<file path="src/rtl/mem_arbiter_pkg.sv">
// mem_arbiter_pkg: shared types and constants for the two-client memory arbiter.
//   mem_cmd_t    memory command encoding (NONE / LOAD / STORE)
//   client_id_t  client identity (instruction cache = 0, data cache = 1)
//   blk_t, mem_idx_t, mem_tag_t  default-width data, index and tag types
package mem_arbiter_pkg;

  localparam int MEM_BLK_W = 64;
  localparam int MEM_IDX_W = 29;
  localparam int MEM_TAG_W = 4;

  typedef enum logic [1:0] {
    MEM_CMD_NONE  = 2'd0,
    MEM_CMD_LOAD  = 2'd1,
    MEM_CMD_STORE = 2'd2
  } mem_cmd_t;

  typedef logic [MEM_BLK_W-1:0] blk_t;
  typedef logic [MEM_IDX_W-1:0] mem_idx_t;
  typedef logic [MEM_TAG_W-1:0] mem_tag_t;

  typedef enum logic {
    CL_ICACHE = 1'b0,
    CL_DCACHE = 1'b1
  } client_id_t;

  typedef enum logic {
    ST_IDLE = 1'b0,
    ST_BUSY = 1'b1
  } arb_state_t;

  // The client that is not 'c'; used for round-robin and back-to-back grants.
  function automatic client_id_t other_client(input client_id_t c);
    return (c == CL_ICACHE) ? CL_DCACHE : CL_ICACHE;
  endfunction

endpackage

</file>
<file path="src/rtl/mem_tag_table.sv">
// mem_tag_table: remembers which client owns each outstanding load tag.
//   clock, reset         clock and synchronous active-high reset (all entries invalid)
//   set_en/set_tag/set_owner  record {valid, owner} for an acknowledged load
//   rd_tag               tag of the answer currently presented by memory
//   rd_valid/rd_owner    combinational lookup of that tag (pre-edge contents)
//   clr_en               invalidate rd_tag at the edge (answer consumed)
// The lookup always sees the old contents; if set and clear hit the same
// entry in one cycle, the set wins so the new owner survives.
module mem_tag_table
  import mem_arbiter_pkg::*;
#(
  parameter int TAG_W = MEM_TAG_W
) (
  input  logic             clock,
  input  logic             reset,
  input  logic             set_en,
  input  logic [TAG_W-1:0] set_tag,
  input  client_id_t       set_owner,
  input  logic [TAG_W-1:0] rd_tag,
  input  logic             clr_en,
  output logic             rd_valid,
  output client_id_t       rd_owner
);

  localparam int DEPTH = 1 << TAG_W;

  logic [DEPTH-1:0] valid_q, valid_d;
  logic [DEPTH-1:0] owner_q, owner_d;
  logic [DEPTH-1:0] hit_set, hit_clr;

  generate
    for (genvar gi = 0; gi < DEPTH; gi++) begin : g_entry
      assign hit_set[gi] = set_en && (set_tag == TAG_W'(gi));
      assign hit_clr[gi] = clr_en && (rd_tag == TAG_W'(gi));
    end
  endgenerate

  // Clear first, then set, so a same-cycle set overrides the clear.
  assign valid_d = (valid_q & ~hit_clr) | hit_set;
  assign owner_d = (owner_q & ~hit_set) | (hit_set & {DEPTH{set_owner == CL_DCACHE}});

  always_ff @(posedge clock) begin
    if (reset) begin
      valid_q <= '0;
      owner_q <= '0;
    end else begin
      valid_q <= valid_d;
      owner_q <= owner_d;
    end
  end

  assign rd_valid = valid_q[rd_tag];
  assign rd_owner = owner_q[rd_tag] ? CL_DCACHE : CL_ICACHE;

endmodule

</file>
<file path="src/rtl/mem_arbiter.sv">
// mem_arbiter: shares one memory port between the instruction cache (client 0)
// and the data cache (client 1).
//   clock, reset                   clock and synchronous active-high reset
//   cl_qry_cmd/idx/blk [2]         per-client request, held until that client's cl_ack != 0
//   cl_ack [2]                     per-client acknowledge tag (0 = none)
//   cl_ans_tag/blk [2]             per-client answer tag and data (0 = none)
//   mem_qry_cmd/idx/blk            registered request presented to memory
//   mem_ack                        memory accept tag (0 = not accepted)
//   mem_ans_tag/blk                memory answer tag and data
// One request is captured at a time and held until memory acknowledges it.
// Load tags are recorded with their owner so answers can be routed back.
module mem_arbiter
  import mem_arbiter_pkg::*;
#(
  parameter int BLK_W = MEM_BLK_W,
  parameter int IDX_W = MEM_IDX_W,
  parameter int TAG_W = MEM_TAG_W
) (
  input  logic                  clock,
  input  logic                  reset,
  input  logic [1:0][1:0]       cl_qry_cmd,
  input  logic [1:0][IDX_W-1:0] cl_qry_idx,
  input  logic [1:0][BLK_W-1:0] cl_qry_blk,
  output logic [1:0][TAG_W-1:0] cl_ack,
  output logic [1:0][TAG_W-1:0] cl_ans_tag,
  output logic [1:0][BLK_W-1:0] cl_ans_blk,
  output logic [1:0]            mem_qry_cmd,
  output logic [IDX_W-1:0]      mem_qry_idx,
  output logic [BLK_W-1:0]      mem_qry_blk,
  input  logic [TAG_W-1:0]      mem_ack,
  input  logic [TAG_W-1:0]      mem_ans_tag,
  input  logic [BLK_W-1:0]      mem_ans_blk
);

  arb_state_t       state_q, state_d;
  client_id_t       owner_q, owner_d;
  client_id_t       last_grant_q, last_grant_d;
  mem_cmd_t         cmd_q, cmd_d;
  logic [IDX_W-1:0] idx_q, idx_d;
  logic [BLK_W-1:0] blk_q, blk_d;

  logic [1:0] req;
  logic       grant_en;
  client_id_t grant_id;
  logic       set_en;
  logic       rd_valid;
  client_id_t rd_owner;
  logic       ans_hit;

  generate
    for (genvar gi = 0; gi < 2; gi++) begin : g_req
      assign req[gi] = (cl_qry_cmd[gi] != MEM_CMD_NONE);
    end
  endgenerate

  always_comb begin
    state_d      = state_q;
    owner_d      = owner_q;
    last_grant_d = last_grant_q;
    cmd_d        = cmd_q;
    idx_d        = idx_q;
    blk_d        = blk_q;
    grant_en     = 1'b0;
    grant_id     = CL_ICACHE;
    set_en       = 1'b0;
    cl_ack       = '0;

    unique case (state_q)
      ST_IDLE: begin
        // mem_ack is ignored here; only new requests matter.
        if (|req) begin
          grant_en = 1'b1;
          if (&req) grant_id = other_client(last_grant_q);
          else      grant_id = req[1] ? CL_DCACHE : CL_ICACHE;
        end
      end
      ST_BUSY: begin
        if (mem_ack != '0) begin
          cl_ack[owner_q] = mem_ack;
          set_en          = (cmd_q == MEM_CMD_LOAD);
          // The acked client still holds its request this cycle, so only
          // the other client may be granted (back-to-back, no idle cycle).
          if (req[other_client(owner_q)]) begin
            grant_en = 1'b1;
            grant_id = other_client(owner_q);
          end else begin
            state_d = ST_IDLE;
            cmd_d   = MEM_CMD_NONE;
            idx_d   = '0;
            blk_d   = '0;
          end
        end
      end
      default: state_d = ST_IDLE;
    endcase

    if (grant_en) begin
      state_d      = ST_BUSY;
      owner_d      = grant_id;
      last_grant_d = grant_id;
      cmd_d        = mem_cmd_t'(cl_qry_cmd[grant_id]);
      idx_d        = cl_qry_idx[grant_id];
      blk_d        = cl_qry_blk[grant_id];
    end
  end

  always_ff @(posedge clock) begin
    if (reset) begin
      state_q      <= ST_IDLE;
      owner_q      <= CL_ICACHE;
      last_grant_q <= CL_DCACHE;
      cmd_q        <= MEM_CMD_NONE;
      idx_q        <= '0;
      blk_q        <= '0;
    end else begin
      state_q      <= state_d;
      owner_q      <= owner_d;
      last_grant_q <= last_grant_d;
      cmd_q        <= cmd_d;
      idx_q        <= idx_d;
      blk_q        <= blk_d;
    end
  end

  assign mem_qry_cmd = cmd_q;
  assign mem_qry_idx = idx_q;
  assign mem_qry_blk = blk_q;

  mem_tag_table #(.TAG_W(TAG_W)) u_tag_table (
    .clock     (clock),
    .reset     (reset),
    .set_en    (set_en),
    .set_tag   (mem_ack),
    .set_owner (owner_q),
    .rd_tag    (mem_ans_tag),
    .clr_en    (ans_hit),
    .rd_valid  (rd_valid),
    .rd_owner  (rd_owner)
  );

  // Answer routing does not depend on the FSM state; unknown tags are dropped.
  assign ans_hit = (mem_ans_tag != '0) && rd_valid;

  always_comb begin
    cl_ans_tag = '0;
    cl_ans_blk = '0;
    if (ans_hit) begin
      cl_ans_tag[rd_owner] = mem_ans_tag;
      cl_ans_blk[rd_owner] = mem_ans_blk;
    end
  end

endmodule

</file>
<file path="config.mk">
export PLATFORM = sky130hd
export DESIGN_NAME = mem_arbiter
export DESIGN_NICKNAME = d
export VERILOG_FILES = /design/src/rtl/mem_arbiter_pkg.sv /design/src/rtl/mem_tag_table.sv /design/src/rtl/mem_arbiter.sv
export SDC_FILE = /design/constraint.sdc
export NUM_CORES = 1
export LEC_CHECK = 0
export ABC_CLOCK_PERIOD_IN_PS = 3400
export CAP_MARGIN = 20
export CORE_AREA = 2 2 194 196
export CTS_BUF_LIST = sky130_fd_sc_hd__clkbuf_4 sky130_fd_sc_hd__clkbuf_8
export DETAILED_ROUTE_END_ITERATION = 7
export DIE_AREA = 0 0 196 198
export PLACE_DENSITY = 0.53
export SYNTH_ARGS = -nofsm -noshare
export SYNTH_HDL_FRONTEND = slang
export SYNTH_SLANG_ARGS = --single-unit
export TNS_END_PERCENT = 1
</file>
<file path="constraint.sdc">
create_clock -name clock -period 3.4 [get_ports clock]
set_clock_uncertainty 0.1 [all_clocks]
set_input_delay 0.68 -clock clock [delete_from_list [all_inputs] [get_ports clock]]
set_output_delay 0.68 -clock clock [all_outputs]
set_load 0.02 [all_outputs]
</file>
==> results of run 1 <==
==> cells in the mapped netlist, types with 3 or more instances <==
cell type / n
nand3_1: 15
nor2b_1: 7
and2_1: 6
buf_6: 10
buf_8: 10
a21oi_1: 30
inv_1: 3
mux4_2: 3
or2_2: 4
and3_1: 135
o21ai_0: 16
mux4_1: 3
clkbuf_2: 3
nor2_1: 12
o2bb2ai_1: 95
dfxtp_1: 129
buf_2: 18
nand2_1: 31
mux2i_1: 99
clkbuf_1: 26
buf_4: 5
nand2b_1: 5
buf_1: 3
==> final cells by class <==
class | count | area [um^2]
Clock buffer | 18 | 248
Timing Repair Buffer | 539 | 4920
Multi-Input combinational cell | 492 | 3750
Sequential cell | 129 | 2580
Tap cell | 474 | 593
Fill cell | 3914 | 24700
Inverter | 3 | 11.3
Clock inverter | 14 | 146
Antenna cell | 2 | 5.00
==> per-layer routing <==
metal	global-route usage (%)	up-vias
met4	5.33	0
met1	16.1	3484
met2	32.0	375
met5	0	-
li1	-	3577
met3	4.45	49
==> where the power goes <==
part           internal, mW  switching, mW  leakage [nW]
registers              1.63         0.0700          1.06
logic                 0.725          0.660          4.38
clock network         0.623          0.735         0.189
total                  2.98           1.46          5.63
==> how the worst max path moves through the flow <==
stage,from,end,cells past startpoint
finish,mem_ans_tag[0],cl_ans_blk[20],10
floorplan,mem_ans_tag[0],cl_ans_blk[100],8
global route,mem_ans_tag[0],cl_ans_blk[8],9
global placement,mem_ans_tag[0],cl_ans_tag[0],9
detailed placement,mem_ans_tag[0],cl_ans_blk[53],9
CTS,mem_ans_tag[3],cl_ans_blk[41],9
==> cell families after synthesis <==
family / Yosys count / synth area share [%]
and+or+nand+nor: 224 / 18.8
AOI/OAI and AO/OA: 157 / 17.7
DFF: 129 / 37.8
muxes: 111 / 17.7
buffers and inverters: 79 / 7.98
==> worst min-delay path: stages, from the launching register on <==
cell and delay [ns]:
dfxtp_1 0.32, nand2_1 0.05, a21oi_1 0.05
==> stage by stage <==
stage | TNS, ns | cell area [um^2] | power, mW
after floorplan | 0 | 6840 | 2.37
after global placement | -95.27 | 12300 | 3.14
after detailed placement | -95.40 | 12300 | 3.14
after CTS | -0.0488 | 12200 | 4.52
after global routing | -1.08 | 12300 | 4.66
final | -0.0292 | 12300 | 4.44
==> timing repair <==
action                                  CTS  global route
endpoints found under the setup margin  136            45
gates cloned                              1             2
buffers inserted                          0             2
resized for setup                       503            30
pin swaps                                 3             3
==> tab_implementation.tex, run 1 <==
\begin{tabular}{lr}
\hline
Metric & Value \\
\hline
\multicolumn{2}{l}{\textbf{Detailed routing}} \\
Count of antenna-violating nets left after detailed routing & 0 \\
WL/cell & between 20 and 25 um \\
Met3 wire length & 2.59 mm \\
Met1 WL & between 10 and 15 mm \\
WL met2 & 18.1 mm \\
Pre-Repair DR Iteration Count & 4 \\
Post-route DRC violation count & 0 \\
Number of violations reported at the end of detailed-routing iteration 0 & around 330 \\
Average vias per placed instance & 4.48 \\
Total number of vias & between 7000 and 8000 \\
Top metal layer carrying routed signals & met4 \\
Final routed wirelength across all metal layers & 33.7 mm \\
\multicolumn{2}{l}{\textbf{Critical path}} \\
Worst setup EP type & primary output \\
Data arrival time of the critical path & 2.63 ns \\
Destination of the worst register-to-register timing path & mem\_qry\_blk[16]\$\_SDFFE\_PP0P\_ \\
Cell family contributing the most delay on the critical path & multiplexers \\
Buffers plus inverters on the worst setup path & 5 \\
Maximum fanout count along the critical path & 29 \\
Worst path most repeated cell & buf\_4 \\
Kind of critical path & input pin to primary output \\
Cell-by-cell listing of the critical path & buf\_4 > buf\_12 > mux2\_4 > mux4\_2 > nand2\_4 > o21ai\_4 > buf\_6 > clkbuf\_16 > and3\_1 > buf\_4 \\
Worst reg-to-reg setup slack & 1.15 ns \\
Worst path slowest cell & mux4\_2 \\
Data required time at the worst endpoint & around 2.6 ns \\
Kind of launch point of the worst setup path & input pin \\
Slowest stage delay, CP & 0.50 ns \\
Reg-to-reg critical path startpoint & owner\_q\$\_SDFFE\_PP0P\_ \\
Reg2reg path depth & 6 \\
\multicolumn{2}{l}{\textbf{GRT}} \\
Antenna violations before repair & 7 \\
First-pass GRT wire length & 46.8 mm \\
Number of global-route vias before repair & 7293 \\
Total congestion overflow after global routing & 0 \\
Global routing usage summed across all routing layers & between 10\% and 20\% \\
Largest net degree at the start of global routing & between 90 and 100 \\
\multicolumn{2}{l}{\textbf{Yosys}} \\
Top\_reg\_cell synth & dfxtp\_1 \\
Warning count from the yosys run & 0 \\
Total of flip-flops plus latches after synthesis & 129 \\
Number of flops mapped to enable cells by yosys & 0 \\
Yosys top cell by area & dfxtp\_1 \\
Post-synth cell types & 48 \\
Mean area per synthesized cell & 9.77 um\^{}2 \\
Leading post-synthesis cells by cell area & dfxtp\_1 38\%, mux2i\_1 14\%, and3\_1 12\% \\
Fraction of the yosys area taken by sequential cells & 37.8\% \\
Post-synthesis instance area & 6840 um\^{}2 \\
Fraction of post-synthesis cell area in the top cell type by area & 37.8\% \\
Post-synthesis cell count & 700 \\
Asr flop ratio synth & 0\% \\
Post-Syn Nets & 964 \\
\multicolumn{2}{l}{\textbf{Hold path}} \\
Min-Delay Path Class & register to register \\
Hold depth & 2 \\
\multicolumn{2}{l}{\textbf{Clock tree}} \\
Worst skew pair latency & 0.44 ns \\
Clock-pin slew on the worst setup and hold paths & 0.10 ns \\
Cell chosen for the clock root & clkbuf\_8 \\
Htree depth & 4 \\
Number of buffers added to fix hold violations after cts & 0 \\
\# clock sinks & 129 \\
Clock tree from TritonCTS & done \\
CTS Buffer Depth & 2 \\
Total CTS buffers & 17 \\
\multicolumn{2}{l}{\textbf{Floorplan}} \\
Ports & between 500 and 600 \\
Floorplan Core Area & 37000 um\^{}2 \\
Starting density of the core & approximately 18\% \\
Horizontal die dimension & 196 um \\
\# rows & just over 70 \\
Die Area & $\sim$39000 um\^{}2 \\
Height of the die & approximately 200 um \\
\multicolumn{2}{l}{\textbf{Run}} \\
Max-Cap Viols & 0 \\
\multicolumn{2}{l}{\textbf{Power}} \\
Static Leakage & 5.63 nW \\
Peak VDD IR & 262 uV \\
Power density over the cells & $\sim$360 nW/um\^{}2 \\
\multicolumn{2}{l}{\textbf{Place}} \\
Post-place setup slack & -0.772 ns \\
Gp weighted congestion & 0.914 \\
Placed Instances & approximately 1600 \\
Count of buffers inserted at the top-level ports & 502 \\
DP Wirelength & between 20 and 30 mm \\
\multicolumn{2}{l}{\textbf{Timing}} \\
Final cycle utilization of the critical path & 100\% \\
Achievable Freq & 293 MHz \\
Final hold slack & 0.362 ns \\
Slew at the pin closest to its max-slew limit & roughly 0.68 ns \\
Max Transition Viols Final & 0 \\
Slew margin rel. & 54.6\% \\
Period minus WS final & 3.41 ns \\
RSZ-0062 raised after global routing & true \\
Worst setup slack after layout & -0.0131 ns \\
Number of failing hold endpoints at the final stage & 0 \\
Total setup violations reported at the end of the flow & 5 \\
\multicolumn{2}{l}{\textbf{Final layout}} \\
Utilization after layout & 33.2\% \\
Share of post-route cells with drive strength above 1 & 19.1\% \\
Area overhead of the layout relative to synthesis & 79.2\% \\
Most frequent standard cell in the layout excluding fill and tap cells & clkdlybuf4s50\_1 \\
Final net count & roughly 1400 \\
Final Non-Filler Cells & around 1700 \\
Highest-count cells in the layout ignoring fill and taps & 364 x clkdlybuf4s50\_1, 133 x and3\_1, 129 x dfxtp\_1 \\
\multicolumn{2}{l}{\textbf{Run status}} \\
Run status & complete, but fails checks \\
Violated checks & setup timing \\
\hline
\end{tabular}
No activity file was read; power rests on OpenSTA's default activity.
==> run 2: changes to the inputs <==
--- a/config.mk
+++ b/config.mk
@@ -7,12 +7,13 @@
 export LEC_CHECK = 0
 export ABC_CLOCK_PERIOD_IN_PS = 3400
 export CAP_MARGIN = 20
-export CORE_AREA = 2 2 194 196
+export CORE_AREA = 2 2 195 197
 export CTS_BUF_LIST = sky130_fd_sc_hd__clkbuf_4 sky130_fd_sc_hd__clkbuf_8
 export DETAILED_ROUTE_END_ITERATION = 7
-export DIE_AREA = 0 0 196 198
-export PLACE_DENSITY = 0.53
+export DIE_AREA = 0 0 197 199
+export PLACE_DENSITY = 0.52
 export SYNTH_ARGS = -nofsm -noshare
 export SYNTH_HDL_FRONTEND = slang
+export SYNTH_HIERARCHICAL = 1
 export SYNTH_SLANG_ARGS = --single-unit
 export TNS_END_PERCENT = 1
==> tab_implementation.tex, run 2 <==
\begin{tabular}{lr}
\hline
Metric & Value \\
\hline
\multicolumn{2}{l}{\textbf{Run}} \\
Max-Cap Viols & 0 (unchanged) \\
\multicolumn{2}{l}{\textbf{Detailed routing}} \\
Post-route DRC violation count & 0 (unchanged) \\
Number of violations reported at the end of detailed-routing iteration 0 & 265 (was 326) \\
Final routed wirelength across all metal layers & 33.3 mm (was 33.7 mm) \\
WL/cell & 19.6 um (was 20.2 um) \\
Average vias per placed instance & 4.40 (was 4.48) \\
Total number of vias & 7488 (was 7485) \\
Count of antenna-violating nets left after detailed routing & 0 (unchanged) \\
Pre-Repair DR Iteration Count & 4 (unchanged) \\
\multicolumn{2}{l}{\textbf{Power}} \\
Static Leakage & 5.46 nW (was 5.63 nW) \\
Peak VDD IR & 232 uV (was 262 uV) \\
Power density over the cells & 339 nW/um\^{}2 (was 363 nW/um\^{}2) \\
\multicolumn{2}{l}{\textbf{Final layout}} \\
Filler instances & 3885 (was 3914) \\
Area overhead of the layout relative to synthesis & 93.6\% (was 79.2\%) \\
Area occupied by registers & 2600 um\^{}2 (was 2580 um\^{}2) \\
Combined area of the multi-input logic cells & 3850 um\^{}2 (was 3750 um\^{}2) \\
Highest-count cells in the layout ignoring fill and taps & 363 x clkdlybuf4s50\_1, 130 x dfxtp\_1, 96 x mux2i\_1 (was 364 x clkdlybuf4s50\_1, 133 x and3\_1, 129 x dfxtp\_1) \\
Share of post-route cells with drive strength above 1 & 22.1\% (was 19.1\%) \\
Most frequent standard cell in the layout excluding fill and tap cells & clkdlybuf4s50\_1 (unchanged) \\
Utilization after layout & 34.8\% (was 33.2\%) \\
Final non-filler cell area & 12900 um\^{}2 (was 12300 um\^{}2) \\
Final Non-Filler Cells & 1700 (was 1671) \\
Final net count & 1475 (was 1446) \\
\multicolumn{2}{l}{\textbf{Yosys}} \\
Post-Syn Nets & 960 (was 964) \\
Warning count from the yosys run & 6 (was 0) \\
Asr flop ratio synth & 0\% (unchanged) \\
Fraction of post-synthesis cell area in the top cell type by area & 39.0\% (was 37.8\%) \\
Total of flip-flops plus latches after synthesis & 130 (was 129) \\
Post-synth cell types & 39 (was 48) \\
Fraction of the yosys area taken by sequential cells & 39.0\% (was 37.8\%) \\
Post-synthesis cell count & 696 (was 700) \\
Synth cell count leaders & 130 x dfxtp\_1, 96 x mux2i\_1, 95 x o2bb2ai\_1, 73 x and3\_1, 71 x and2\_1 (was 135 x and3\_1, 129 x dfxtp\_1, 99 x mux2i\_1, 95 x o2bb2ai\_1, 31 x nand2\_1) \\
Number of flops mapped to enable cells by yosys & 0 (unchanged) \\
Leading post-synthesis cells by cell area & dfxtp\_1 39\%, mux2i\_1 14\%, o2bb2ai\_1 12\% (was dfxtp\_1 38\%, mux2i\_1 14\%, and3\_1 12\%) \\
Yosys top cell by area & dfxtp\_1 (unchanged) \\
Library cell with the highest instance count after synthesis & dfxtp\_1 (was and3\_1) \\
Top\_reg\_cell synth & dfxtp\_1 (unchanged) \\
Mean area per synthesized cell & 9.59 um\^{}2 (was 9.77 um\^{}2) \\
Post-synthesis instance area & 6670 um\^{}2 (was 6840 um\^{}2) \\
\multicolumn{2}{l}{\textbf{Timing}} \\
Slew margin rel. & 43.8\% (was 54.6\%) \\
Worst setup slack after layout & 0.0155 ns (was -0.0131 ns) \\
Achievable Freq & 295 MHz (was 293 MHz) \\
Final cycle utilization of the critical path & 99.5\% (was 100\%) \\
Slew at the pin closest to its max-slew limit & 0.842 ns (was 0.676 ns) \\
Total setup violations reported at the end of the flow & 0 (was 5) \\
Period minus WS final & 3.38 ns (was 3.41 ns) \\
Max Transition Viols Final & 0 (unchanged) \\
Number of failing hold endpoints at the final stage & 0 (unchanged) \\
\multicolumn{2}{l}{\textbf{Clock tree}} \\
Htree depth & 4 (unchanged) \\
Total CTS buffers & 17 (unchanged) \\
CTS Buffer Depth & 2 (unchanged) \\
Clock-pin slew on the worst setup and hold paths & 0.07 ns (was 0.10 ns) \\
\# clock sinks & 130 (was 129) \\
Clock tree from TritonCTS & done (unchanged) \\
Worst skew pair latency & 0.45 ns (was 0.44 ns) \\
Cell chosen for the clock root & clkbuf\_8 (unchanged) \\
\multicolumn{2}{l}{\textbf{Floorplan}} \\
Ports & 503 (unchanged) \\
\# rows & 71 (unchanged) \\
Horizontal die dimension & 197 um (was 196 um) \\
Height of the die & 199 um (was 198 um) \\
Die Area & 39200 um\^{}2 (was 38800 um\^{}2) \\
Starting density of the core & 18.0\% (was 18.5\%) \\
Floorplan Core Area & 37100 um\^{}2 (was 37000 um\^{}2) \\
\multicolumn{2}{l}{\textbf{GRT}} \\
Number of global-route vias before repair & 7481 (was 7293) \\
Total congestion overflow after global routing & 0 (unchanged) \\
Largest net degree at the start of global routing & 70 (was 96) \\
First-pass GRT wire length & 45.9 mm (was 46.8 mm) \\
Antenna violations before repair & 5 (was 7) \\
Global routing usage summed across all routing layers & 15.6\% (was 16.1\%) \\
\multicolumn{2}{l}{\textbf{Critical path}} \\
Kind of critical path & input pin to primary output (unchanged) \\
CP Launch Point & mem\_ans\_tag[3] (was mem\_ans\_tag[0]) \\
Data required time at the worst endpoint & 2.62 ns (about the same) \\
Maximum fanout count along the critical path & 7 (was 29) \\
Reg-to-reg critical path startpoint & owner\_q\$\_SDFFE\_PP0P\_ (unchanged) \\
Kind of launch point of the worst setup path & input pin (unchanged) \\
Data arrival time of the critical path & 2.60 ns (was 2.63 ns) \\
Worst setup EP type & primary output (unchanged) \\
\multicolumn{2}{l}{\textbf{Place}} \\
Gp weighted congestion & 0.851 (was 0.914) \\
Post-place setup slack & -0.866 ns (was -0.772 ns) \\
Placed Instances & 1656 (was 1632) \\
Placement-stage cell area & 12500 um\^{}2 (was 12300 um\^{}2) \\
Count of buffers inserted at the top-level ports & 502 (unchanged) \\
DP Wirelength & 26.2 mm (was 26.5 mm) \\
\multicolumn{2}{l}{\textbf{Hold path}} \\
Min-Delay Path Class & register to register (unchanged) \\
Launch point of the worst hold path & mem\_qry\_blk[0]\$\_SDFFE\_PP0P\_ \\
\multicolumn{2}{l}{\textbf{Run status}} \\
Run status & completed (was complete, but fails checks) \\
\hline
\end{tabular}
==> run 2: cell types whose count changed in the layout (fill, tap and decap cells not counted), moves of 4 or more <==
cell	delta
and2_1	+49
and2_4	+16
buf_6	+45
o21ai_0	+18
buf_2	-50
nand2_1	-13
nand4_1	+4
nor2_1	-7
and3_1	-61
nand3_1	+5
buf_4	+33
==> run 2: worst paths after layout <==
check / slack [ns] / cells after the start / end
worst max-delay path: 0.02 / 9 / cl_ans_blk[23]
worst min-delay path: 0.36 / 1 / mem_qry_blk[0]$_SDFFE_PP0P_
worst max register to register: 1.08 / 5 / mem_qry_idx[17]$_SDFFE_PP0P_
worst min register to register: 0.36 / 1 / mem_qry_blk[0]$_SDFFE_PP0P_
==> run 2: per-layer routing <==
metal	GRT usage (%)	wire length (um)	share of wire, %	vias to the layer above
li1	-	-	-	3609
met1	14.9	11300	34	3469
met5	0	0	0	-
met4	5.29	903	2.7	0
met3	4.88	2570	7.7	40
met2	31.4	18500	56	370
==> run 2: power by group <==
part / total (mW) / leakage (nW) / switching (mW) / internal, mW
combinational: 1.24 / 4.19 / 0.556 / 0.683
clock: 1.43 / 0.206 / 0.678 / 0.753
sequential: 1.71 / 1.07 / 0.0725 / 1.64
==> run 2: stage by stage <==
step | hold slack (ns) | power (mW) | setup TNS, ns
2_1_floorplan | 0.329 | 2.24 | 0
3_3_place_gp | 0.343 | 2.99 | -98.64
3_5_place_dp | 0.345 | 2.99 | -101.58
4_1_cts | 0.367 | 4.46 | -21.80
5_1_grt | 0.380 | 4.59 | -0.409
6_report | 0.364 | 4.38 | 0
==> run 2: kinds of logic after synthesis <==
| kind of cell | Yosys count | synth area share [%] |
|---|---|---|
| simple gates | 223 | 20.0 |
| compound gates | 170 | 18.6 |
| flops | 130 | 39.0 |
| mux | 104 | 17.4 |
| buf+inv | 69 | 4.89 |
==> run 2: worst max-delay path, cell delays in order <==
cell             delay (ns)
clkdlybuf4s50_1        0.41
buf_6                  0.14
buf_4                  0.14
o41a_4                 0.44
nor2b_4                0.16
buf_12                 0.15
clkbuf_16              0.15
and2_1                 0.16
buf_4                  0.16
==> run 2: repair_timing <==
item	CTS	global route
pin swaps	2	2
setup endpoints to repair	136	136
gates cloned	1	8
setup buffers	3	1
gates resized for setup	642	43
hold buffers	0	0
==> run 2: cell type report <==
| type | count | area share (%) |
|---|---|---|
| diodes | 3 | 0.0581 |
| clock buffers | 19 | 1.98 |
| clock inverters | 12 | 1.23 |
| multi-input cells | 497 | 29.8 |
| flip-flops and latches | 130 | 20.1 |
| well taps | 474 | 4.59 |
| repair buffers | 565 | 42.2 |
==> run 3: changes to the inputs <==
--- a/config.mk
+++ b/config.mk
@@ -11,7 +11,8 @@
 export CTS_BUF_LIST = sky130_fd_sc_hd__clkbuf_4 sky130_fd_sc_hd__clkbuf_8
 export DETAILED_ROUTE_END_ITERATION = 7
 export DIE_AREA = 0 0 197 199
-export PLACE_DENSITY = 0.52
+export MAX_ROUTING_LAYER = met4
+export PLACE_DENSITY = 0.59
 export SYNTH_ARGS = -nofsm -noshare
 export SYNTH_HDL_FRONTEND = slang
 export SYNTH_HIERARCHICAL = 1
==> tab_implementation.tex, run 3 (synthesis gave the netlist of run 2 again) <==
\begin{tabular}{lr}
\hline
Metric & Value \\
\hline
\multicolumn{2}{l}{\textbf{Floorplan}} \\
Horizontal die dimension & 197 um (unchanged) \\
Floorplan Core Area & 37100 um\^{}2 (unchanged) \\
Ports & 503 (unchanged) \\
Height of the die & 199 um (unchanged) \\
Starting density of the core & 18.0\% (unchanged) \\
Die Area & 39200 um\^{}2 (unchanged) \\
\# rows & 71 (unchanged) \\
\multicolumn{2}{l}{\textbf{Clock tree}} \\
\# clock sinks & 130 (unchanged) \\
Total CTS buffers & 17 (unchanged) \\
CTS Buffer Depth & 2 (unchanged) \\
Clock tree from TritonCTS & done (unchanged) \\
Number of buffers added to fix hold violations after cts & 0 (unchanged) \\
Clock-pin slew on the worst setup and hold paths & 0.07 ns (about the same) \\
Htree depth & 4 (unchanged) \\
Worst skew pair latency & 0.44 ns (was 0.45 ns) \\
Cell chosen for the clock root & clkbuf\_8 (unchanged) \\
\multicolumn{2}{l}{\textbf{Detailed routing}} \\
WL/cell & 19.0 um (was 19.6 um) \\
Count of antenna-violating nets left after detailed routing & 0 (unchanged) \\
Total number of vias & 7516 (was 7488) \\
WL met2 & 17.9 mm (was 18.5 mm) \\
Met3 wire length & 2.05 mm (was 2.57 mm) \\
Top metal layer carrying routed signals & met4 (unchanged) \\
Average vias per placed instance & 4.42 (was 4.40) \\
Post-route DRC violation count & 0 (unchanged) \\
Number of violations reported at the end of detailed-routing iteration 0 & 247 (was 265) \\
Met1 WL & 11.6 mm (was 11.3 mm) \\
Final routed wirelength across all metal layers & 32.3 mm (was 33.3 mm) \\
Pre-Repair DR Iteration Count & 4 (unchanged) \\
\multicolumn{2}{l}{\textbf{Timing}} \\
Final cycle utilization of the critical path & 98.6\% (was 99.5\%) \\
Max Transition Viols Final & 0 (unchanged) \\
Slew margin rel. & 44.8\% (was 43.8\%) \\
Period minus WS final & 3.35 ns (was 3.38 ns) \\
Slew at the pin closest to its max-slew limit & 0.827 ns (was 0.842 ns) \\
Total setup violations reported at the end of the flow & 0 (unchanged) \\
Achievable Freq & 298 MHz (was 295 MHz) \\
Number of failing hold endpoints at the final stage & 0 (unchanged) \\
RSZ-0062 raised after global routing & true \\
\multicolumn{2}{l}{\textbf{GRT}} \\
First-pass GRT wire length & 45.3 mm (was 45.9 mm) \\
Total congestion overflow after global routing & 0 (unchanged) \\
Antenna violations before repair & 7 (was 5) \\
Largest net degree at the start of global routing & 65 (was 70) \\
Number of global-route vias before repair & 7492 (was 7481) \\
Global routing usage summed across all routing layers & 15.8\% (was 15.6\%) \\
\multicolumn{2}{l}{\textbf{Critical path}} \\
Kind of launch point of the worst setup path & input pin (unchanged) \\
Data arrival time of the critical path & 2.57 ns (was 2.60 ns) \\
Data required time at the worst endpoint & 2.62 ns (about the same) \\
Maximum fanout count along the critical path & 16 (was 7) \\
Slowest stage delay, CP & 0.52 ns (was 0.44 ns) \\
Reg-to-reg critical path startpoint & owner\_q\$\_SDFFE\_PP0P\_ (unchanged) \\
Kind of critical path & input pin to primary output (unchanged) \\
Reg2reg path depth & 5 (unchanged) \\
Destination of the worst register-to-register timing path & mem\_qry\_blk[35]\$\_SDFFE\_PP0P\_ (was mem\_qry\_idx[17]\$\_SDFFE\_PP0P\_) \\
Worst path most repeated cell & buf\_12 (was buf\_4) \\
Worst path slowest cell & mux4\_2 (was o41a\_4) \\
Cell-by-cell listing of the critical path & clkbuf\_2 > buf\_6 > mux4\_2 > a22oi\_2 > nand3\_2 > o41a\_4 > nor2b\_4 > buf\_12 > buf\_12 > and2\_1 > buf\_2 (was clkdlybuf4s50\_1 > buf\_6 > buf\_4 > o41a\_4 > nor2b\_4 > buf\_12 > clkbuf\_16 > and2\_1 > buf\_4) \\
Worst reg-to-reg setup slack & 1.01 ns (was 1.08 ns) \\
Worst setup EP type & primary output (unchanged) \\
\multicolumn{2}{l}{\textbf{Place}} \\
DP Wirelength & 25.7 mm (was 26.2 mm) \\
Count of buffers inserted at the top-level ports & 502 (unchanged) \\
Gp weighted congestion & 0.837 (was 0.851) \\
Placement-stage cell area & 12500 um\^{}2 (about the same) \\
\multicolumn{2}{l}{\textbf{Hold path}} \\
Hold depth & 1 (unchanged) \\
Hold-critical path endpoint & mem\_qry\_idx[1]\$\_SDFFE\_PP0P\_ (was mem\_qry\_blk[0]\$\_SDFFE\_PP0P\_) \\
Min-Delay Path Class & register to register (unchanged) \\
Launch point of the worst hold path & mem\_qry\_idx[1]\$\_SDFFE\_PP0P\_ (was mem\_qry\_blk[0]\$\_SDFFE\_PP0P\_) \\
\multicolumn{2}{l}{\textbf{Run}} \\
Max-Cap Viols & 0 (unchanged) \\
\multicolumn{2}{l}{\textbf{Power}} \\
Static Leakage & 5.40 nW (was 5.46 nW) \\
Peak VDD IR & 294 uV (was 232 uV) \\
Overall power of the completed layout & 4.40 mW (was 4.38 mW) \\
Power density over the cells & 348 nW/um\^{}2 (was 339 nW/um\^{}2) \\
\multicolumn{2}{l}{\textbf{Final layout}} \\
Most frequent standard cell in the layout excluding fill and tap cells & clkdlybuf4s50\_1 (unchanged) \\
Share of post-route cells with drive strength above 1 & 21.3\% (was 22.1\%) \\
Final net count & 1472 (was 1475) \\
Highest-count cells in the layout ignoring fill and taps & 362 x clkdlybuf4s50\_1, 130 x dfxtp\_1, 102 x buf\_2 (was 363 x clkdlybuf4s50\_1, 130 x dfxtp\_1, 96 x mux2i\_1) \\
Area overhead of the layout relative to synthesis & 89.2\% (was 93.6\%) \\
Final non-filler cell area & 12600 um\^{}2 (was 12900 um\^{}2) \\
\multicolumn{2}{l}{\textbf{Run status}} \\
Run status & completed (unchanged) \\
\hline
\end{tabular}
[run 3: changes by cell type in the layout (fill, tap and decap cells not counted), sizes merged]
cell	before	now
buf	192	190
clkbuf	24	23
clkdlybuf4s15	3	4
clkdlybuf4s50	363	362
clkinv	6	3
clkinvlp	2	3
diode	3	5
dlygate4sd2	0	1
dlymetal6s2s	2	1
inv	1	4
[run 3: worst max-delay path: cells and delay by family]
family	cells	cell delay (ns)
multiplexers	1	0.52
buffers and inverters	5	0.66
AND/OR/NAND/NOR	3	0.41
AO/OA/AOI/OAI	2	0.29
[run 3: final cells by class]
class / count / area (um^2)
antenna: 5 / 12.5
clock buffer: 19 / 255
clock inverter: 13 / 176
fill: 3870 / 24500
multi-input combinational: 497 / 3820
sequential: 130 / 2600
tap: 474 / 593
timing repair buffer: 562 / 5170
[run 3: where the power goes]
part / total, mW / switching [mW] / internal [mW]
registers: 1.71 / 0.0762 / 1.64
logic: 1.22 / 0.552 / 0.673
clock network: 1.46 / 0.695 / 0.769
total: 4.40 / 1.32 / 3.08
[run 3: repair_timing]
item	in CTS	in global routing
cloned	1	4
gates resized for setup	548	68
pin swaps	2	3
setup buffers	3	4
setup endpoints to repair	136	135
[run 3: through the flow]
step | setup TNS, ns | utilization (%) | hold WS [ns] | worst slack (ns) | cells
3_3_place_gp | -107.20 | 33.6 | 0.344 | -0.837 | 1651
6_report | 0 | 34.0 | 0.366 | 0.0481 | 1700
4_1_cts | -12.54 | 33.2 | 0.368 | -0.197 | 1687
5_1_grt | -0.279 | 34.0 | 0.381 | -0.0164 | 1700
2_1_floorplan | 0 | - | 0.329 | 0.109 | 696
3_5_place_dp | -107.97 | 33.6 | 0.346 | -0.844 | 1651
[run 3: worst max-delay path by stage]
stage / from / endpoint / slack [ns]
after detailed placement: mem_ans_tag[0] / cl_ans_blk[113] / -0.84
after floorplan: mem_ans_tag[0] / cl_ans_blk[37] / 0.11
after CTS: mem_ans_tag[0] / cl_ans_blk[27] / -0.20
final: mem_ans_tag[1] / cl_ans_tag[2] / 0.05
after global placement: mem_ans_tag[0] / cl_ans_blk[54] / -0.84
after global routing: mem_ans_tag[0] / cl_ans_blk[42] / -0.02
[run 3: metal layers]
layer,GRT usage (%),vias to the layer above
met4,7.10,0
met5,-,-
met2,29.5,364
li1,-,3612
met1,15.7,3515
met3,3.61,25
